### src/rtl/fifo_pkg.sv
// Shared sizing defaults and the occupancy state encoding for the FIFO controller.
package fifo_pkg;
  localparam int DEPTH     = 8;
  localparam int AW        = 3;
  localparam int AF_THRESH = 6;
  localparam int AE_THRESH = 2;

  typedef enum logic [1:0] {
    EMPTY,
    PARTIAL,
    FULL
  } fifo_state_t;
endpackage

### src/rtl/fifo_ptr.sv
// Purpose: AW-bit wrapping pointer, advances by one when enabled.
// Latency: new value visible the cycle after en.
// Backpressure: none; the caller gates en.
module fifo_ptr #(
  parameter int AW = 3
) (
  input  logic          clk,
  input  logic          rst_n,
  input  logic          en,
  output logic [AW-1:0] ptr
);

  always_ff @(posedge clk) begin
    if (!rst_n) begin
      ptr <= '0;
    end else if (en) begin
      ptr <= ptr + 1'b1;
    end
  end

endmodule

### src/rtl/fifo_ctrl.sv
// Purpose: pointer/occupancy controller in front of a dual-port memory, forming a sync FIFO.
// Latency: write lands on the push edge; head entry readable the cycle after its write.
// Backpressure: push rejected while full, pop rejected while empty (sticky error flags).
module fifo_ctrl
  import fifo_pkg::*;
#(
  parameter int DEPTH     = fifo_pkg::DEPTH,
  parameter int AW        = fifo_pkg::AW,
  parameter int AF_THRESH = fifo_pkg::AF_THRESH,
  parameter int AE_THRESH = fifo_pkg::AE_THRESH
) (
  input  logic          clk,
  input  logic          rst_n,
  input  logic          push,
  input  logic          pop,
  input  logic          clr_err,
  output logic          we_dual,
  output logic [AW-1:0] addr_wr,
  output logic [AW-1:0] addr_rd,
  output logic [AW:0]   fifo_cnt,
  output logic          empty,
  output logic          full,
  output logic          almost_empty,
  output logic          almost_full,
  output logic          overflow,
  output logic          underflow
);

  localparam logic [AW:0] CNT_ONE  = (AW+1)'(1);
  localparam logic [AW:0] CNT_LAST = (AW+1)'(DEPTH - 1);
  localparam logic [AW:0] CNT_MAX  = (AW+1)'(DEPTH);
  localparam logic [AW:0] AF_LVL   = (AW+1)'(AF_THRESH);
  localparam logic [AW:0] AE_LVL   = (AW+1)'(AE_THRESH);

  fifo_state_t state, next_state;
  logic        push_ok, pop_ok;

  assign empty   = (state == EMPTY);
  assign full    = (state == FULL);
  assign push_ok = push & ~full;
  assign pop_ok  = pop & ~empty;
  assign we_dual = push_ok;

  fifo_ptr #(.AW(AW)) u_wr_ptr (
    .clk   (clk),
    .rst_n (rst_n),
    .en    (push_ok),
    .ptr   (addr_wr)
  );

  fifo_ptr #(.AW(AW)) u_rd_ptr (
    .clk   (clk),
    .rst_n (rst_n),
    .en    (pop_ok),
    .ptr   (addr_rd)
  );

  always_ff @(posedge clk) begin
    if (!rst_n) begin
      fifo_cnt <= '0;
    end else begin
      case ({push_ok, pop_ok})
        2'b10:   fifo_cnt <= fifo_cnt + 1'b1;
        2'b01:   fifo_cnt <= fifo_cnt - 1'b1;
        default: fifo_cnt <= fifo_cnt;
      endcase
    end
  end

  always_ff @(posedge clk) begin
    if (!rst_n) begin
      state <= EMPTY;
    end else begin
      state <= next_state;
    end
  end

  always_comb begin
    next_state = state;
    case (state)
      EMPTY: begin
        if (push_ok) next_state = PARTIAL;
      end
      PARTIAL: begin
        if (pop_ok && !push_ok && fifo_cnt == CNT_ONE) begin
          next_state = EMPTY;
        end else if (push_ok && !pop_ok && fifo_cnt == CNT_LAST) begin
          next_state = FULL;
        end
      end
      FULL: begin
        if (pop_ok) next_state = PARTIAL;
      end
      default: next_state = EMPTY;
    endcase
  end

  assign almost_full  = (fifo_cnt >= AF_LVL);
  assign almost_empty = (fifo_cnt <= AE_LVL);

  // A set in the same cycle as clr_err takes priority over the clear.
  always_ff @(posedge clk) begin
    if (!rst_n) begin
      overflow  <= 1'b0;
      underflow <= 1'b0;
    end else begin
      overflow  <= (push & full)  | (overflow  & ~clr_err);
      underflow <= (pop  & empty) | (underflow & ~clr_err);
    end
  end

  flags_match_count: assert property (@(posedge clk) disable iff (!rst_n)
    (empty == (fifo_cnt == '0)) && (full == (fifo_cnt == CNT_MAX)));

endmodule

### config.mk
export PLATFORM = sky130hd
export DESIGN_NAME = fifo_ctrl
export DESIGN_NICKNAME = d
export VERILOG_FILES = /design/src/rtl/fifo_pkg.sv /design/src/rtl/fifo_ptr.sv /design/src/rtl/fifo_ctrl.sv
export SDC_FILE = /design/constraint.sdc
export NUM_CORES = 1
export LEC_CHECK = 0
export ABC_AREA = 0
export CAP_MARGIN = 15
export CORE_MARGIN = 5
export CORE_UTILIZATION = 30
export CTS_CLUSTER_DIAMETER = 100
export DETAILED_ROUTE_END_ITERATION = 10
export GPL_TIMING_DRIVEN = 0
export PLACE_DENSITY = 0.58
export SLEW_MARGIN = 20
export SYNTH_ARGS = -nofsm -noshare
export SYNTH_HDL_FRONTEND = slang
export SYNTH_SLANG_ARGS = --single-unit
### constraint.sdc
create_clock -name clk -period 2.5 [get_ports clk]
set_input_delay 0.25 -clock clk [delete_from_list [all_inputs] [get_ports clk]]
set_output_delay 0.25 -clock clk [all_outputs]
set_load 0.05 [all_outputs]
==> impl_metrics.yaml, run 1 <==
clock_tree:
  clock_latency_ns: 0.28
  postCtsSetupRepairBufs: 0
  clock_sinks: 14
  cts-root-buf: "clkbuf_4"
  cts_repair_resize_count: 0
  tritoncts_clock_tree: "built"
  clkSlewWorstSetupHoldPaths_ns: 0.09
  htree_num_levels: 1
  clock_path_buffers: 2
  cts-buffers-inserted: 3
  postCtsHoldBufs: 0
logic_synthesis:
  synth_seq_cells: 14
  synth_area_um2: 773
  ys.warnings.count: 0
  synth_seq_area_share_pct: 36.2
  postSynthNetCount: 98
  synth_area_per_cell_um2: 9.10
  postSynthCellCount: 85
  synth_cell_type_count: 31
worst_hold_path:
  worstHoldPathType: "reg -> reg"
power_and_ir_drop:
  lkg_pwr_nw: 0.443
  power.density_nw_per_um2: 553
  total_power_w: 0.000585
  vdd.ir_drop.worst_mv: 0.294
sta:
  worst_clock_skew_ns: 0.00208
  min_period_ns: 2.24
  holdWs_ns: 0.497
  period_share_pct: 89.6
  slew_headroom_pct: 66.4
  worst_pin_slew_ns: 0.502
  fmaxAchievable_mhz: 446
  setup_tns_ns: 0
  timing.final.setup_violations: 0
  final_max_slew_viol_count: 0
  timing.final.hold_violations: 0
  grt_setup_unrepaired: "no"
detailed_routing:
  route.detailed.wl_per_inst_um: 12.2
  detail-route-antenna-nets: 0
  detail_route.wirelength_um: 1710
  dr.first_iter.drc_count: 11
  num_vias: 686
  drt_pass1_iterations: 4
  detail_route.drc_violations: 0
  routed_via_density: 4.90
cells_and_area:
  fraction_of_final_layout_cells_sized_beyond_drive_strength_1_pct: 7.27
  layout.cell_area.non_filler_um2: 1060
  antennaDiodeCount: 0
  multi_input_comb_area_um2: 449
  post-route-util_pct: 42.7
  final-seq-area_um2: 280
  num-nets-final: 124
  fill_cells: 267
  area_added_between_synthesis_and_finish_pct: 36.7
worst_setup_path:
  timing.critical_path.slowest_cell_delay_ns: 0.70
  timing.critical_path.buf_inv: 2
  crit_path_max_fanout: 8
  crit_path_top_delay_cell: "clkdlybuf4s50_1"
  worst_ep_arrival_time_ns: 1.99
  start_to_end_type_of_the_worst_setup_path: "reg -> out"
  worst_path_dominant_cell_family: "buffers and inverters"
  endpoint_kind: "output port"
  required_ns: 2.25
  worst_setup_path_start_kind: "flop"
  worstPathCellList: "inv_1, ha_1, o21ai_0, nand2b_1, clkdlybuf4s50_1"
outcome:
  outcome: "complete, no violations"
floorplanning:
  initial_core_util_pct: 31.2
  core_um2: 2480
  die_height_um: 60.8
  num_io_pins: 22
  fp-row-count: 18
  die_width_um: 60.8
  die_area_um2: 3690
grt:
  grt_max_degree: 11
  grt_first_pass_wirelength_um: 2790
  grt-ovfl-total: 0
  grt_antenna_before_repair: 0
  grt_pass1_vias: 670
  grt_usage_pct: 10.2
place:
  port_buffers: 21
  placement.cell_area_um2: 1020
  place.detailed.hpwl_um: 1260
  place.gp.congestion: 0.809
run:
  cap_viol_max_count: 0
## cell type report
type | instances | area share [%]
Clock buffer | 4 | 3.43
Multi-Input combinational cell | 61 | 42.5
Buffer | 2 | 1.07
Inverter | 8 | 3.08
Sequential cell | 14 | 26.5
Timing Repair Buffer | 21 | 19.9
Tap cell | 30 | 3.55
## through the flow
| stage | cells | setup slack, ns |
|---|---|---|
| final | 140 | 0.260 |
| after global routing | 140 | 0.131 |
| after CTS | 140 | 0.248 |
| after detailed placement | 136 | 0.307 |
| after global placement | 136 | 0.329 |
| after floorplan | 85 | 0.431 |
## state kept, by name (all words and copies together), names as in the netlist
register      cells
state             2
overflow          1
u_wr_ptr.ptr      3
u_rd_ptr.ptr      3
underflow         1
fifo_cnt          4
## cells in the mapped netlist (all sizes together)
library cell,instances,area [um2]
o31a,1,8.76
inv,8,32.5
nand4b,1,8.76
a21oi,7,35.0
dfxtp,14,280
or4b,1,10.0
o221a,1,11.3
o211ai,1,7.51
clkbuf,1,3.75
xor2,4,35.0
nor2b,3,18.8
nor3,1,5.00
nand2b,3,26.3
and4b,1,10.0
nand2,2,7.51
o31ai,1,7.51
o21ai,5,25.0
a211oi,3,22.5
or3,2,12.5
mux2i,3,30.0
ha,8,100
buf,1,7.51
nand3,1,5.00
or4,1,7.51
nor2,8,30.0
nor3b,1,7.51
o21a,1,7.51
nor4bb,1,10.0
## layer usage
metal  global-route usage, %  up-vias  part of all wire, %
li1                        -      348                    -
met1                    12.4      316                   45
met2                    15.7       17                   45
met3                    3.40        5                  7.4
met4                    5.57        0                  1.8
met5                       0        -                    0
## final timing paths
path	slack [ns]	end	depth (start not counted)	start
worst max-delay path	0.26	almost_full	5	fifo_cnt[0]$_SDFFE_PN0P_
worst min-delay path	0.50	u_wr_ptr.ptr[1]$_SDFFE_PN0P_	2	u_wr_ptr.ptr[1]$_SDFFE_PN0P_
worst max register to register	0.61	fifo_cnt[3]$_SDFFE_PN0P_	6	state[0]$_SDFFE_PN0P_
worst min register to register	0.50	u_wr_ptr.ptr[1]$_SDFFE_PN0P_	2	u_wr_ptr.ptr[1]$_SDFFE_PN0P_
## report_power, final
part           leakage [nW]  internal, W  switching, W
sequential            0.115     0.000236     0.0000196
clock                0.0210    0.0000887     0.0000761
combinational         0.307    0.0000610      0.000103
total                 0.443     0.000386      0.000199
## worst reg2reg max path, stage by stage (launching register included)
cell,delay [ns]
dfxtp_1,0.47
o21ai_1,0.20
inv_1,0.09
ha_1,0.24
or4b_1,0.45
a21oi_1,0.18
mux2i_1,0.19
## kinds of logic (layout without fill, tap and decap cells)
kind of cell               count (synthesis)  after routing  synth area share [%]
and+or+nand+nor                           26             26                  20.5
muxes                                      3              3                  3.88
buffers and inverters                     10             35                  5.66
AOI/OAI and AO/OA                         20             20                  16.2
xor gates and xnor gates                   4              4                  4.53
DFF                                       14             14                  36.2
adders and majority gates                  8              8                  12.9
## cells in the final DEF, fill, tap and decap left out
master / netlist / layout
clkdlybuf4s50_1: 0 / 21
buf_4: 1 / 1
a211oi_1: 3 / 3
nor2_1: 8 / 8
mux2i_1: 3 / 3
inv_1: 7 / 7
or4b_1: 1 / 1
clkbuf_8: 0 / 1
or4_1: 1 / 1
inv_4: 1 / 1
nand2b_4: 1 / 1
a21oi_1: 7 / 7
o21ai_1: 1 / 1
nor2b_1: 3 / 3
o211ai_1: 1 / 1
o21a_1: 1 / 1
nand3_1: 1 / 1
nand4b_1: 1 / 1
xor2_1: 4 / 4
nand2_1: 2 / 2
nor3_1: 1 / 1
o221a_2: 1 / 1
o21ai_0: 4 / 4
nand2b_1: 2 / 2
clkbuf_1: 1 / 1
clkbuf_4: 0 / 3
o31a_1: 1 / 1
and4b_1: 1 / 1
dfxtp_1: 14 / 14
o31ai_1: 1 / 1
or3_1: 2 / 2
nor4bb_1: 1 / 1
ha_1: 8 / 8
nor3b_1: 1 / 1
Note: power is estimated with default switching activity, not from simulation.
==> inputs of run 2 (changes only) <==
--- a/config.mk
+++ b/config.mk
@@ -9,6 +9,7 @@
 export CAP_MARGIN = 15
 export CORE_MARGIN = 5
 export CORE_UTILIZATION = 30
+export CTS_BUF_LIST = sky130_fd_sc_hd__clkbuf_4 sky130_fd_sc_hd__clkbuf_8
 export CTS_CLUSTER_DIAMETER = 100
 export DETAILED_ROUTE_END_ITERATION = 10
 export GPL_TIMING_DRIVEN = 0
@@ -17,3 +18,4 @@
 export SYNTH_ARGS = -nofsm -noshare
 export SYNTH_HDL_FRONTEND = slang
 export SYNTH_SLANG_ARGS = --single-unit
+export TNS_END_PERCENT = 20
==> results of run 2 <==
Same layout as run 1: the final DEF is identical, and so are final timing and power.
==> inputs of run 3 (changes only) <==
--- a/config.mk
+++ b/config.mk
@@ -8,14 +8,15 @@
 export ABC_AREA = 0
 export CAP_MARGIN = 15
 export CORE_MARGIN = 5
-export CORE_UTILIZATION = 30
+export CORE_UTILIZATION = 50
 export CTS_BUF_LIST = sky130_fd_sc_hd__clkbuf_4 sky130_fd_sc_hd__clkbuf_8
 export CTS_CLUSTER_DIAMETER = 100
 export DETAILED_ROUTE_END_ITERATION = 10
 export GPL_TIMING_DRIVEN = 0
-export PLACE_DENSITY = 0.58
+export PLACE_DENSITY = 0.86
 export SLEW_MARGIN = 20
 export SYNTH_ARGS = -nofsm -noshare
 export SYNTH_HDL_FRONTEND = slang
+export SYNTH_HIERARCHICAL = 1
 export SYNTH_SLANG_ARGS = --single-unit
 export TNS_END_PERCENT = 20
==> impl_metrics.yaml, run 3 <==
clock_tree:
  postCtsHoldBufs: 0
  clkSlewWorstSetupHoldPaths_ns: 0.08
  postCtsSetupRepairBufs: 0
  tritoncts_clock_tree: "built"
  cts_repair_resize_count: 0
  cts-buffers-inserted: 3
  htree_num_levels: 1
  clock_latency_ns: 0.28
  clock_path_buffers: 2
  clock_sinks: 14
  cts-root-buf: "clkbuf_4"
logic_synthesis:
  yosys.area.top_type: "dfxtp_1"
  yosys-top-cells-area: "dfxtp_1 36%, ha_1 13%, mux2i_1 7.8%, xor2_1 4.6%, nand2b_1 4.1%"
  synth_adder_area_share_pct: 13.0
  synth_cell_type_count: 24
  postSynthCellCount: 82
  synth_seq_cells: 14
  main_combinational_cell_family_by_area_after_synthesis: "simple AND/OR/NAND/NOR gates"
  simple_logic_cell_fraction_of_the_synthesized_area_pct: 23.1
  synth_compound_area_share_pct: 11.7
  synth.top_cells.by_count: "14 x dfxtp_1, 8 x ha_1, 7 x inv_1"
  ys_async_sr_fraction_pct: 0
  mux_cell_area_share_after_synthesis_pct: 7.80
  synthXorXnorAreaFrac_pct: 4.55
  postSynthNetCount: 95
  synth_enable_flop_cells: 0
  post-synth-top-count-cell: "dfxtp_1"
  synth_ff_type: "dfxtp_1"
  ys.warnings.count: 6
  synth_area_um2: 769
  synth_area_per_cell_um2: 9.38
  synth_seq_area_share_pct: 36.4
  synth_top_area_share_pct: 36.4
sta:
  timing.final.setup_violations: 0
  setup_tns_ns: 0
  slew_headroom_pct: 65.4
  timing.final.hold_violations: 0
  period_share_pct: 90.3
  worst_pin_slew_ns: 0.518
  grt_setup_unrepaired: "no"
  worst_clock_skew_ns: 0.00451
  final_max_slew_viol_count: 0
  fmaxAchievable_mhz: 443
  min_period_ns: 2.26
power_and_ir_drop:
  lkg_pwr_nw: 0.459
  sw_frac_of_total_pct: 34.8
  power.share.clock_pct: 27.2
  share_seq_of_total_power_pct: 42.9
  vdd.ir_drop.worst_mv: 0.340
  power.density_nw_per_um2: 582
  power_report.internal_total_w: 0.000393
  switchingPower_w: 0.000210
  pwr-share-comb_pct: 29.8
cells_and_area:
  layout_common_cells: "21 x clkdlybuf4s50_1, 14 x dfxtp_1, 8 x ha_1, 7 x inv_1"
  largest_registers: "fifo_cnt x4, u_rd_ptr/ptr x3, u_wr_ptr/ptr x3"
  fill_cells: 109
  top_register: "fifo_cnt"
  largest_register_ffs: 4
  final_common_cell: "clkdlybuf4s50_1"
  antennaDiodeCount: 0
  fraction_of_final_layout_cells_sized_beyond_drive_strength_1_pct: 6.54
  instances_no_fill: 123
  num-nets-final: 121
  area_added_between_synthesis_and_finish_pct: 34.6
outcome:
  outcome: "complete, no violations"
grt:
  grt-ovfl-total: 0
  grt_first_pass_wirelength_um: 2680
  grt_max_degree: 13
  grt_antenna_before_repair: 0
  grt_usage_pct: 13.3
  grt_pass1_vias: 612
worst_setup_path:
  timing.critical_path.buf_inv: 2
  worst_path_dominant_cell_family: "buffers and inverters"
  worst_setup_path_start_kind: "flop"
  worstPathCellList: "inv_1, ha_1, o21ai_0, nand2b_1, clkdlybuf4s50_1"
  endpoint_kind: "output port"
  timing.critical_path.slowest_cell_delay_ns: 0.69
  required_ns: 2.25
  crit_path_top_delay_cell: "clkdlybuf4s50_1"
  crit_path_max_fanout: 8
  start_to_end_type_of_the_worst_setup_path: "reg -> out"
  worst_ep_arrival_time_ns: 2.01
detailed_routing:
  dr.first_iter.drc_count: 4
  route.detailed.wl_per_inst_um: 12.7
  detail-route-antenna-nets: 0
  drt_pass1_iterations: 4
  detail_route.wirelength_um: 1560
  detail_route.drc_violations: 0
  routed_via_density: 5.33
  num_vias: 655
floorplanning:
  die_height_um: 49.2
  die_width_um: 49.2
  core_um2: 1490
  num_io_pins: 22
  initial_core_util_pct: 51.7
  die_area_um2: 2420
  fp-row-count: 14
worst_hold_path:
  worstHoldPathType: "reg -> reg"
run:
  cap_viol_max_count: 0
place:
  port_buffers: 21
  place.gp.congestion: 0.789
  place.detailed.hpwl_um: 1200
  place.detailed.instances: 119
[run 3: cell count changes after synthesis, moves of 3 or more]
| cell | delta |
|---|---|
| and2_1 | +3 |
| nor2_1 | -3 |
| mux2i_1 | +3 |
| a21oi_1 | -4 |
| nand2b_1 | +3 |
| nand2_1 | +4 |
[run 3: routing by layer]
metal	routed length (um)	up-vias	global-route usage, %
met2	773	15	22.5
li1	-	333	-
met5	0	-	0
met4	12	0	4.04
met1	701	305	16.8
met3	75	2	2.45
[run 3: area by class of cell]
type | count | area [um2] | share of cell area [%]
Clock buffer | 4 | 36.3 | 3.50
Inverter | 7 | 26.3 | 2.54
Multi-Input combinational cell | 61 | 463 | 44.7
Sequential cell | 14 | 280 | 27.1
Tap cell | 16 | 20.0 | 1.93
Timing Repair Buffer | 21 | 210 | 20.3
[run 3: final timing paths]
path,start,to,slack (ns),cells after the start
max,fifo_cnt[0]$_SDFFE_PN0P_,almost_full,0.24,5
min reg2reg,u_rd_ptr/ptr[2]$_SDFFE_PN0P_,u_rd_ptr/ptr[2]$_SDFFE_PN0P_,0.48,2
min,u_rd_ptr/ptr[2]$_SDFFE_PN0P_,u_rd_ptr/ptr[2]$_SDFFE_PN0P_,0.48,2
max reg2reg,state[1]$_SDFFE_PN0P_,fifo_cnt[3]$_SDFFE_PN0P_,0.55,6
[run 3: kinds of logic (layout without fill, tap and decap cells)]
kind of cell / Yosys count / count (layout)
AND/OR/NAND/NOR: 30 / 30
flip-flops: 14 / 14
AO/OA/AOI/OAI: 13 / 13
adder cells (fa/ha/maj): 8 / 8
buffers and inverters: 7 / 32
multiplexers: 6 / 6
XOR/XNOR: 4 / 4
[run 3: metrics by stage]
| step | util, % | cell area [um2] | power [W] | hold slack (ns) | setup WS, ns |
|---|---|---|---|---|---|
| after floorplan | - | 769 | 0.000382 | 0.372 | 0.443 |
| after global placement | 67.1 | 1000 | 0.000437 | 0.457 | 0.326 |
| after detailed placement | 67.1 | 1000 | 0.000445 | 0.465 | 0.234 |
| after CTS | 69.6 | 1040 | 0.000605 | 0.483 | 0.225 |
| after global routing | 69.6 | 1040 | 0.000629 | 0.512 | 0.0864 |
| final | 69.6 | 1040 | 0.000603 | 0.477 | 0.243 |
[run 3: power by group through the flow]
stage	registers, W	clock network, W	logic, W
5_1_grt	0.000262	0.000176	0.000190
3_3_place_gp	0.000263	0	0.000174
2_1_floorplan	0.000306	0	0.0000765
3_5_place_dp	0.000264	0	0.000180
4_1_cts	0.000259	0.000165	0.000181
6_report	0.000259	0.000164	0.000180
[run 3: worst min-delay path: stages, from the launching register on]
cell     delay, ns
dfxtp_1       0.32
nand2_1       0.05
mux2i_1       0.06
